File: src/rtl/tt_proj_port_driver.sv
// Controller-side driver for a bank of tiny projects: selects one, sequences its reset,
// generates its divided clock and captures its outputs. Define TT_OW_SYNC_EN to synchronize ow.
module tt_proj_port_driver #(
  parameter int unsigned NUM_PROJ   = 16,
  parameter int unsigned ADDR_W     = 4,
  parameter int unsigned RST_CYCLES = 8,
  parameter int unsigned DIV_W      = 8
) (
  input  logic                clk,
  input  logic                rst,
  input  logic                sel_valid,
  input  logic [ADDR_W-1:0]   sel_addr,
  output logic                sel_ready,
  input  logic [DIV_W-1:0]    clk_div,
  input  logic [7:0]          ext_ui_in,
  input  logic [7:0]          ext_uio_in,
  output logic [NUM_PROJ-1:0] ena,
  output logic [17:0]         iw,
  input  logic [23:0]         ow,
  output logic [7:0]          uo_out_q,
  output logic [7:0]          uio_out_q,
  output logic [7:0]          uio_oe_q,
  output logic                running
);

  localparam logic [1:0] ST_IDLE  = 2'd0;
  localparam logic [1:0] ST_DESEL = 2'd1;
  localparam logic [1:0] ST_RESET = 2'd2;
  localparam logic [1:0] ST_RUN   = 2'd3;

  localparam int unsigned RC_W = $clog2(RST_CYCLES + 1);

  logic [1:0]          state_q, state_d;
  logic [ADDR_W-1:0]   addr_q, addr_d;
  logic [DIV_W-1:0]    div_cnt_q, div_cnt_d;
  logic [DIV_W-1:0]    div_max_q, div_max_d;
  logic [RC_W-1:0]     rise_cnt_q, rise_cnt_d;
  logic                pclk_q, pclk_d;
  logic                rst_n_q, rst_n_d;
  logic [7:0]          ui_q, ui_d;
  logic [7:0]          uio_q, uio_d;
  logic [NUM_PROJ-1:0] ena_q, ena_d;
  logic                running_q, running_d;
  logic                sel_ready_q, sel_ready_d;
  logic [7:0]          uo_out_d, uio_out_d, uio_oe_d;

  logic                sel_acc_c;
  logic                active_c;
  logic                active_next_c;
  logic                wrap_c;
  logic                fall_c;
  logic [DIV_W-1:0]    div_max_in_c;
  logic                cap_stb_c;
  logic [23:0]         cap_src_c;

`ifdef TT_OW_SYNC_EN
  logic [23:0] ow_s1_q, ow_s2_q;
  logic [1:0]  fall_dly_q;

  // Two-stage synchronizer; the capture strobe is delayed to stay aligned with the data.
  always_ff @(posedge clk) begin
    if (rst) begin
      ow_s1_q    <= '0;
      ow_s2_q    <= '0;
      fall_dly_q <= '0;
    end else begin
      ow_s1_q    <= ow;
      ow_s2_q    <= ow_s1_q;
      fall_dly_q <= {fall_dly_q[0], fall_c};
    end
  end

  assign cap_stb_c = fall_dly_q[1];
  assign cap_src_c = ow_s2_q;
`else
  assign cap_stb_c = fall_c;
  assign cap_src_c = ow;
`endif

  // Next-state, project clock generation and output capture.
  always_comb begin
    state_d      = state_q;
    addr_d       = addr_q;
    div_cnt_d    = '0;
    div_max_d    = div_max_q;
    rise_cnt_d   = '0;
    pclk_d       = 1'b0;
    div_max_in_c = (clk_div == '0) ? '0 : clk_div - DIV_W'(1);
    wrap_c       = (div_cnt_q == div_max_q);
    sel_acc_c    = sel_valid && sel_ready_q && (32'(sel_addr) < NUM_PROJ);

    case (state_q)
      ST_IDLE: begin
        if (sel_acc_c) begin
          addr_d  = sel_addr;
          state_d = ST_DESEL;
        end
      end
      ST_DESEL: state_d = ST_RESET;
      ST_RESET: begin
        if (wrap_c && pclk_q && (rise_cnt_q >= RC_W'(RST_CYCLES))) begin
          state_d = ST_RUN;
        end
      end
      ST_RUN: begin
        if (sel_acc_c) begin
          addr_d  = sel_addr;
          state_d = ST_DESEL;
        end
      end
      default: state_d = ST_IDLE;
    endcase

    // The divider only runs while staying in RESET/RUN; everything else parks it at 0.
    active_c = ((state_q == ST_RESET) || (state_q == ST_RUN)) && !sel_acc_c;
    if (active_c) begin
      rise_cnt_d = rise_cnt_q;
      pclk_d     = pclk_q;
      if (wrap_c) begin
        pclk_d    = ~pclk_q;
        div_max_d = div_max_in_c;
        if (!pclk_q && (rise_cnt_q != RC_W'(RST_CYCLES))) begin
          rise_cnt_d = rise_cnt_q + RC_W'(1);
        end
      end else begin
        div_cnt_d = div_cnt_q + DIV_W'(1);
      end
    end else begin
      div_max_d = div_max_in_c;
    end
    fall_c = pclk_q && !pclk_d;

    active_next_c = (state_d == ST_RESET) || (state_d == ST_RUN);
    rst_n_d       = (state_d == ST_RUN);
    running_d     = (state_d == ST_RUN);
    sel_ready_d   = (state_d == ST_IDLE) || (state_d == ST_RUN);
    ena_d         = active_next_c ? (NUM_PROJ'(1) << addr_d) : '0;
    ui_d          = active_next_c ? ext_ui_in  : 8'h00;
    uio_d         = active_next_c ? ext_uio_in : 8'h00;

    uo_out_d  = uo_out_q;
    uio_out_d = uio_out_q;
    uio_oe_d  = uio_oe_q;
    if (!active_next_c) begin
      uo_out_d  = 8'h00;
      uio_out_d = 8'h00;
      uio_oe_d  = 8'h00;
    end else if (cap_stb_c) begin
      uo_out_d  = cap_src_c[7:0];
      uio_out_d = cap_src_c[15:8];
      uio_oe_d  = cap_src_c[23:16];
    end
  end

  always_ff @(posedge clk) begin
    if (rst) begin
      state_q     <= ST_IDLE;
      addr_q      <= '0;
      div_cnt_q   <= '0;
      div_max_q   <= '0;
      rise_cnt_q  <= '0;
      pclk_q      <= 1'b0;
      rst_n_q     <= 1'b0;
      ui_q        <= 8'h00;
      uio_q       <= 8'h00;
      ena_q       <= '0;
      running_q   <= 1'b0;
      sel_ready_q <= 1'b0;
      uo_out_q    <= 8'h00;
      uio_out_q   <= 8'h00;
      uio_oe_q    <= 8'h00;
    end else begin
      state_q     <= state_d;
      addr_q      <= addr_d;
      div_cnt_q   <= div_cnt_d;
      div_max_q   <= div_max_d;
      rise_cnt_q  <= rise_cnt_d;
      pclk_q      <= pclk_d;
      rst_n_q     <= rst_n_d;
      ui_q        <= ui_d;
      uio_q       <= uio_d;
      ena_q       <= ena_d;
      running_q   <= running_d;
      sel_ready_q <= sel_ready_d;
      uo_out_q    <= uo_out_d;
      uio_out_q   <= uio_out_d;
      uio_oe_q    <= uio_oe_d;
    end
  end

  assign iw        = {uio_q, ui_q, rst_n_q, pclk_q};
  assign ena       = ena_q;
  assign running   = running_q;
  assign sel_ready = sel_ready_q;

endmodule

File: config.mk
export PLATFORM = sky130hd
export DESIGN_NAME = tt_proj_port_driver
export DESIGN_NICKNAME = d
export VERILOG_FILES = /design/src/rtl/tt_proj_port_driver.sv
export SDC_FILE = /design/constraint.sdc
export NUM_CORES = 1
export LEC_CHECK = 0
export CORE_MARGIN = 1
export CORE_UTILIZATION = 44
export CTS_CLUSTER_SIZE = 10
export DETAILED_ROUTE_END_ITERATION = 8
export PLACE_DENSITY_LB_ADDON = 0.25
export SETUP_SLACK_MARGIN = 0.1
export SLEW_MARGIN = 20
export SYNTH_ARGS = -nofsm -noshare
export SYNTH_HDL_FRONTEND = slang
export SYNTH_SLANG_ARGS = --single-unit
File: constraint.sdc
create_clock -name clk -period 2.2 [get_ports clk]
set_input_delay 0.44 -clock clk [delete_from_list [all_inputs] [get_ports clk]]
set_output_delay 0.44 -clock clk [all_outputs]
set_load 0.005 [all_outputs]
==> flow_metrics.tcl <==
set metrics [dict create \
    skew_ns 0.00861 \
    grtUsageTotal_pct 19.5 \
    irDropWorstVdd_v 0.000425 \
    synth_top_family_by_area "simple AND/OR/NAND/NOR gates" \
    grt_pass1_vias 2532 \
    reg2regPathDepth 6 \
    seq_area_frac_synth_pct 53.3 \
    cp-end-kind "register" \
    cts_hold_buf 0 \
    endpoint "ena[4]" \
    fin_crit_ns 1.91 \
    path_clk_slew_ns 0.08 \
    final_common_cell "clkdlybuf4s50_1" \
    yosys.area_share.simple_pct 21.5 \
    drt_iter0_drc 101 \
    min_path_type "reg -> reg" \
    startpoint "state_q[0]" \
    area_delta_synth_final_pct 47.9 \
    syn-cell-area_mm2 0.00319 \
    port_buffers 114 \
    r2r_setup_slack_ns 0.29 \
    synth_fp_nets 413 \
    crit_fanout 6 \
    synth_seq_cells 85 \
    wl_per_cell_um 12.5 \
    cts_resized 0 \
    drive_gt1_share_pct 7.72 \
    arrival_ns 2.18 \
    grt_pass1_wl_mm 11.3 \
    drv_slew 0 \
    routabilityCongestion 0.848 \
    critPathRequiredTime_ns 2.48 \
    design_power_total_mw 3.86 \
    p_leak_nw 1.77 \
    synth-edff-count 0 \
    fp.dieW_um 87.2 \
    slew_headroom_pct 72.4 \
    critPathMaxStageDelay_ns 0.41 \
    drt_wl_total_mm 7.18 \
    grt_start_max_net_pins 25 \
    cts_tree "yes" \
    first_pass_iters 4 \
    root_buffer "clkbuf_8" \
    finalHoldViolCount 0 \
    whs_ns 0.455 \
    grt_overflow_total 0 \
    drtAntennaViolNets 0 \
    crit_chain "inv_1, ha_1, nand3_1, mux2i_1, nand2_1, nor2_1" \
    synth_top_area_share_pct 53.3 \
    dp_hpwl_mm 5.34 \
    nFillCells 585 \
    powerDensity_mw_per_mm2 817 \
    cts_buffers 9 \
    final_cell_mix "114 x clkdlybuf4s50_1, 85 x dfxtp_1, 61 x nand2_1" \
    worstReg2RegStart "state_q[0]" \
    status "completed" \
    core_mm2 0.00691 \
    row_count 30 \
    cp_slowest_cell "mux2i_1" \
    synthTopCellsByArea "dfxtp_1 53%, nand2_1 7.2%, a21oi_1 4.1%" \
    critPathLaunchType "register" \
    synthXorXnorAreaFrac_pct 4.39 \
    antenna_found_initial 0 \
    die_h_um 87.2 \
    synth_area_per_cell_um2 9.15 \
    synthAdderAreaFrac_pct 3.53 \
    r2r_end "ena[4]" \
    final_core_utilization_pct 68.4 \
    clock_sinks 85 \
    antennaDiodeCount 0 \
    synthMuxAreaShare_pct 3.21 \
    route.detailed.drc 0 \
    start_util_pct 46.2 \
    cts_htree_levels 3 \
    cts_buffer_depth 2 \
    tightest_slew_ns 0.413 \
    setup_viol 0 \
    nNetsFinal 539 \
    synthDistinctLibCells 44 \
    min_period_over_period_pct 86.7 \
    synth_ff_type "dfxtp_1" \
    cp_num_cells 6 \
    post_cts_buffers 0 \
    rsz0062_at_grt "no" \
    tns_ns 0 \
    num_io_pins 115 \
    vias 2765 \
    synth_compound_area_share_pct 9.80 \
    synthArstFlopShare_pct 0 \
    fmax_mhz 525 \
    critPathKind "reg -> reg" \
    cp_num_buf_inv 1 \
    crit_family "simple AND/OR/NAND/NOR gates" \
    die_area_mm2 0.00760 \
    viasPerCell 4.81 \
    drv_cap 0 \
    yosysTopAreaCell "dfxtp_1" \
    syn_inst 349 \
    insertion_delay_ns 0.35 \
    synth-warning-count 0 \
]
-- per-layer routing --
metal,up-vias,share of wire (%),routed length (um),GRT usage (%)
met4,0,1.6,114,8.35
met2,93,50,3570,34.8
li1,1407,-,-,-
met3,10,7.6,545,6.45
met5,-,0,0,0
met1,1255,41,2950,21.2
-- through the flow --
stage	setup WS, ns	std cells	cell area (um^2)
final	0.294	575	4720
after global routing	0.112	575	4720
after CTS	0.328	575	4720
after detailed placement	0.00381	560	4540
after global placement	0.0345	560	4540
after floorplan	0.314	349	3190
-- synthesized netlist by cell type (2+ instances only) --
| cell | count |
|---|---|
| o21ai_1 | 2 |
| o22ai_1 | 5 |
| o32ai_1 | 2 |
| mux2i_1 | 8 |
| nor2_1 | 33 |
| xnor2_1 | 11 |
| and2_1 | 16 |
| nand2b_1 | 3 |
| ha_1 | 9 |
| nand2_1 | 61 |
| inv_1 | 20 |
| nand3_1 | 7 |
| nand4_1 | 2 |
| and3_1 | 3 |
| buf_4 | 2 |
| or3_1 | 6 |
| dfxtp_1 | 85 |
| nand4b_1 | 4 |
| xor2_1 | 5 |
| a311o_1 | 2 |
| mux2_2 | 2 |
| nor3_1 | 4 |
| clkbuf_1 | 10 |
| a21oi_1 | 26 |
| buf_2 | 2 |
-- registers in the layout, summed over array words and instances (netlist names), 8 cells and up --
register   cells
ena           16
div_cnt_q      8
div_max_q      8
ui_q           8
uio_oe_q       8
uio_out_q      8
uio_q          8
uo_out_q       8
-- tightest hold or removal path, cell delays in order, from the launching register on --
cell and delay (ns):
dfxtp_1 0.31, nand2_1 0.05, a21oi_1 0.05
-- power breakdown --
group          switching [mW]  internal [mW]
Clock                   0.526          0.513
Combinational           0.477          0.545
Sequential             0.0868           1.71
Total                    1.09           2.77
-- logic make-up (layout without fill, tap and decap cells) --
logic type / Yosys count / count (layout)
mux: 10 / 10
xor+xnor: 16 / 16
compound gates: 49 / 49
flops: 85 / 85
buf+inv: 34 / 164
simple gates: 146 / 146
fa+ha+maj: 9 / 9
-- area by class of cell --
type,count,area [um^2],area share [%]
clock buffers,10,128,2.70
clock inverters,5,52.6,1.11
inverters,20,75.1,1.59
multi-input cells,230,1350,28.7
flip-flops and latches,85,1700,36.0
well taps,96,120,2.54
repair buffers,129,1290,27.3
-- worst min path at each step --
stage / startpoint / to / slack (ns) / depth (start not counted)
after floorplan: div_max_q[7] / div_max_q[7] / 0.45 / 2
after global placement: uio_out_q[1] / uio_out_q[1] / 0.44 / 2
after detailed placement: uio_out_q[1] / uio_out_q[1] / 0.45 / 2
after CTS: uo_out_q[6] / uo_out_q[6] / 0.46 / 2
after global routing: uio_out_q[1] / uio_out_q[1] / 0.47 / 2
final: uo_out_q[0] / uo_out_q[0] / 0.45 / 2
Note: power is estimated with default switching activity, not from simulation.
==> RTL change (same flow settings) <==
Take the reset off `addr_q` and load it in a clocked block of its own.
--- a/src/rtl/tt_proj_port_driver.sv
+++ b/src/rtl/tt_proj_port_driver.sv
@@ -156,5 +156,4 @@
     if (rst) begin
       state_q     <= ST_IDLE;
-      addr_q      <= '0;
       div_cnt_q   <= '0;
       div_max_q   <= '0;
@@ -172,5 +171,4 @@
     end else begin
       state_q     <= state_d;
-      addr_q      <= addr_d;
       div_cnt_q   <= div_cnt_d;
       div_max_q   <= div_max_d;
@@ -189,4 +187,8 @@
   end
 
+  always_ff @(posedge clk) begin
+    addr_q <= addr_d;
+  end
+
   assign iw        = {uio_q, ui_q, rst_n_q, pclk_q};
   assign ena       = ena_q;
Formal check against the unedited RTL: no difference found for any inputs over 10 cycles, from zero or initial values and one cycle with rst high; that may be too few to reach the edited logic, so the function may still have changed.
==> RTL change against the original RTL <==
  * Sequential share of layout area rose by 0.22 points
  * Sequential cell count did not move
  * Setup slack got worse by 0.026 ns
  * Cell area fell by 0.53%
  * Largest cell class unchanged
  * Power rose by 3.5%
  * Routed wire length rose by 0.46%
  * Largest power group unchanged
  * Critical path type unchanged
  * Clock skew rose by 0.0017 ns
  * Synthesized area fell by 0.55%
==> RTL change: results (changes against the original RTL) <==
status completed; GR Overflow Total 0 (unchanged); largest net degree at the start of global routing 25 (unchanged); final WL 7220 um (+0.46%); htree depth 3 (unchanged); clock-pin transition on the worst setup and hold timing paths 0.08 ns (about the same); syn nets 409 (-0.97%); Setup Buffers After CTS 0 (unchanged); drt via density 4.84 (+0.60%); GRT Total Usage 19.9% (+0.40 points); synth top area cells dfxtp_1 (54%), nand2_1 (7.6%), a21oi_1 (4.1%); Post-CTS Hold Buffers 0 (unchanged); met2 GRT Util 33.8% (-1.0 points); GPL Wtd Cong 0.767 (-9.5%); class of the worst hold path flip-flop to flip-flop; CP delay by family, top simple AND/OR/NAND/NOR gates; DRT iter0 DRCs 119 (+18%); CTS buffer count 9 (unchanged); vias in the first global route 2675 (+5.6%); Worst-Skew Late Latency 0.35 ns (about the same); sequential area share after synthesis 53.6% (+0.29 points); root buf cell clkbuf_8; slew margin rel. 71.7% (-0.66 points); DR pass1 iterations 4 (unchanged); CP max FO 5 (-1); nets@finish 536 (-0.56%); Post-synth top flop dfxtp_1; share of cells above drive strength 1 8.61% (+0.89 points); synth cell count leaders dfxtp_1 (85), nand2_1 (64), nor2_1 (29); M1 GR Usage 22.0% (+0.79 points); n_diodes 0 (unchanged); first-pass GRT wire length 11800 um (+4.6%); Post-DP HPWL 5300 um (-0.76%); Worst EP arrival 2.20 ns (+0.02 ns); Synth async-reset ratio 0% (unchanged); Largest register FFs 16 (unchanged); PortBufs 114 (unchanged); yosys warns 0 (unchanged); Fin Clk Skew 0.0104 ns (+0.00175 ns); Slowest-stage cell, CP or4b_4; met3 global-route usage 7.58% (+1.1 points); CP peak stage delay 0.52 ns (+0.11 ns); CTS max path bufs 2 (unchanged); FILL cells 551 (-5.8%); Netlist cell types 46 (+4.5%); placed instance area 4520 um2 (-0.55%); leakage 0.00176 uW (-0.44%); Peak supply drop 0.628 mV (+48%); initial antenna violation count 0 (unchanged)
[RTL change: cell families after synthesis]
kind of cell             after synthesis  synth area share, %
AO/OA/AOI/OAI                         49                 9.85
buffers and inverters                 36                 4.65
XOR/XNOR                              16                 4.41
AND/OR/NAND/NOR                      142                 21.4
adder cells (fa/ha/maj)                9                 3.55
multiplexers                           8                 2.60
flip-flops                            85                 53.6
[RTL change: final timing paths]
path / depth (start not counted) / slack [ns] / to / from
worst max-delay path: 6 / 0.27 / ena[0]$_SDFF_PP0_ / state_q[0]$_SDFF_PP0_
worst max register to register: 6 / 0.27 / ena[0]$_SDFF_PP0_ / state_q[0]$_SDFF_PP0_
worst min register to register: 2 / 0.45 / uio_out_q[4]$_SDFFE_PP0P_ / uio_out_q[4]$_SDFFE_PP0P_
worst min-delay path: 2 / 0.45 / uio_out_q[4]$_SDFFE_PP0P_ / uio_out_q[4]$_SDFFE_PP0P_
[RTL change: cell type report]
type,instances,share of cell area (%)
flip-flops and latches,85,36.3
well taps,96,2.56
repair buffers,130,27.4
inverters,22,1.76
multi-input cells,224,28.2
clock buffers,9,2.64
clock inverters,6,1.17
[RTL change: through the flow]
| step | total power, uW | util [%] | setup WS, ns | cells |
|---|---|---|---|---|
| floorplan | 2430 | - | 0.309 | 345 |
| global placement | 2960 | 65.8 | 0.0405 | 557 |
| detailed placement | 3000 | 65.8 | 0.0226 | 557 |
| CTS | 4030 | 68.4 | 0.211 | 572 |
| global route | 4240 | 68.4 | 0.137 | 572 |
| finish | 3990 | 68.4 | 0.268 | 572 |
[RTL change: timing repair]
item / CTS / global route
setup endpoints to repair: 0 / 1
resized for setup: 0 / 1
endpoints found under the hold margin: 0 / 0
[RTL change: power by group]
part / switching [uW] / total, uW / internal (uW)
combinational: 541 / 1130 / 589
sequential: 91.5 / 1840 / 1750
clock: 515 / 1020 / 508
total: 1150 / 3990 / 2840
[RTL change: layer usage]
metal / vias to the layer above / part of all wire (%) / wire, um
met3: 13 / 8.5 / 611
met1: 1283 / 40 / 2900
met5: - / 0 / 0
met2: 79 / 49 / 3570
met4: 0 / 1.8 / 133
li1: 1392 / - / -
[RTL change: tightest hold or removal path, cell delays in order, from the launching register on]
cell     delay [ns]
dfxtp_1        0.32
nand2_1        0.05
a21oi_1        0.05
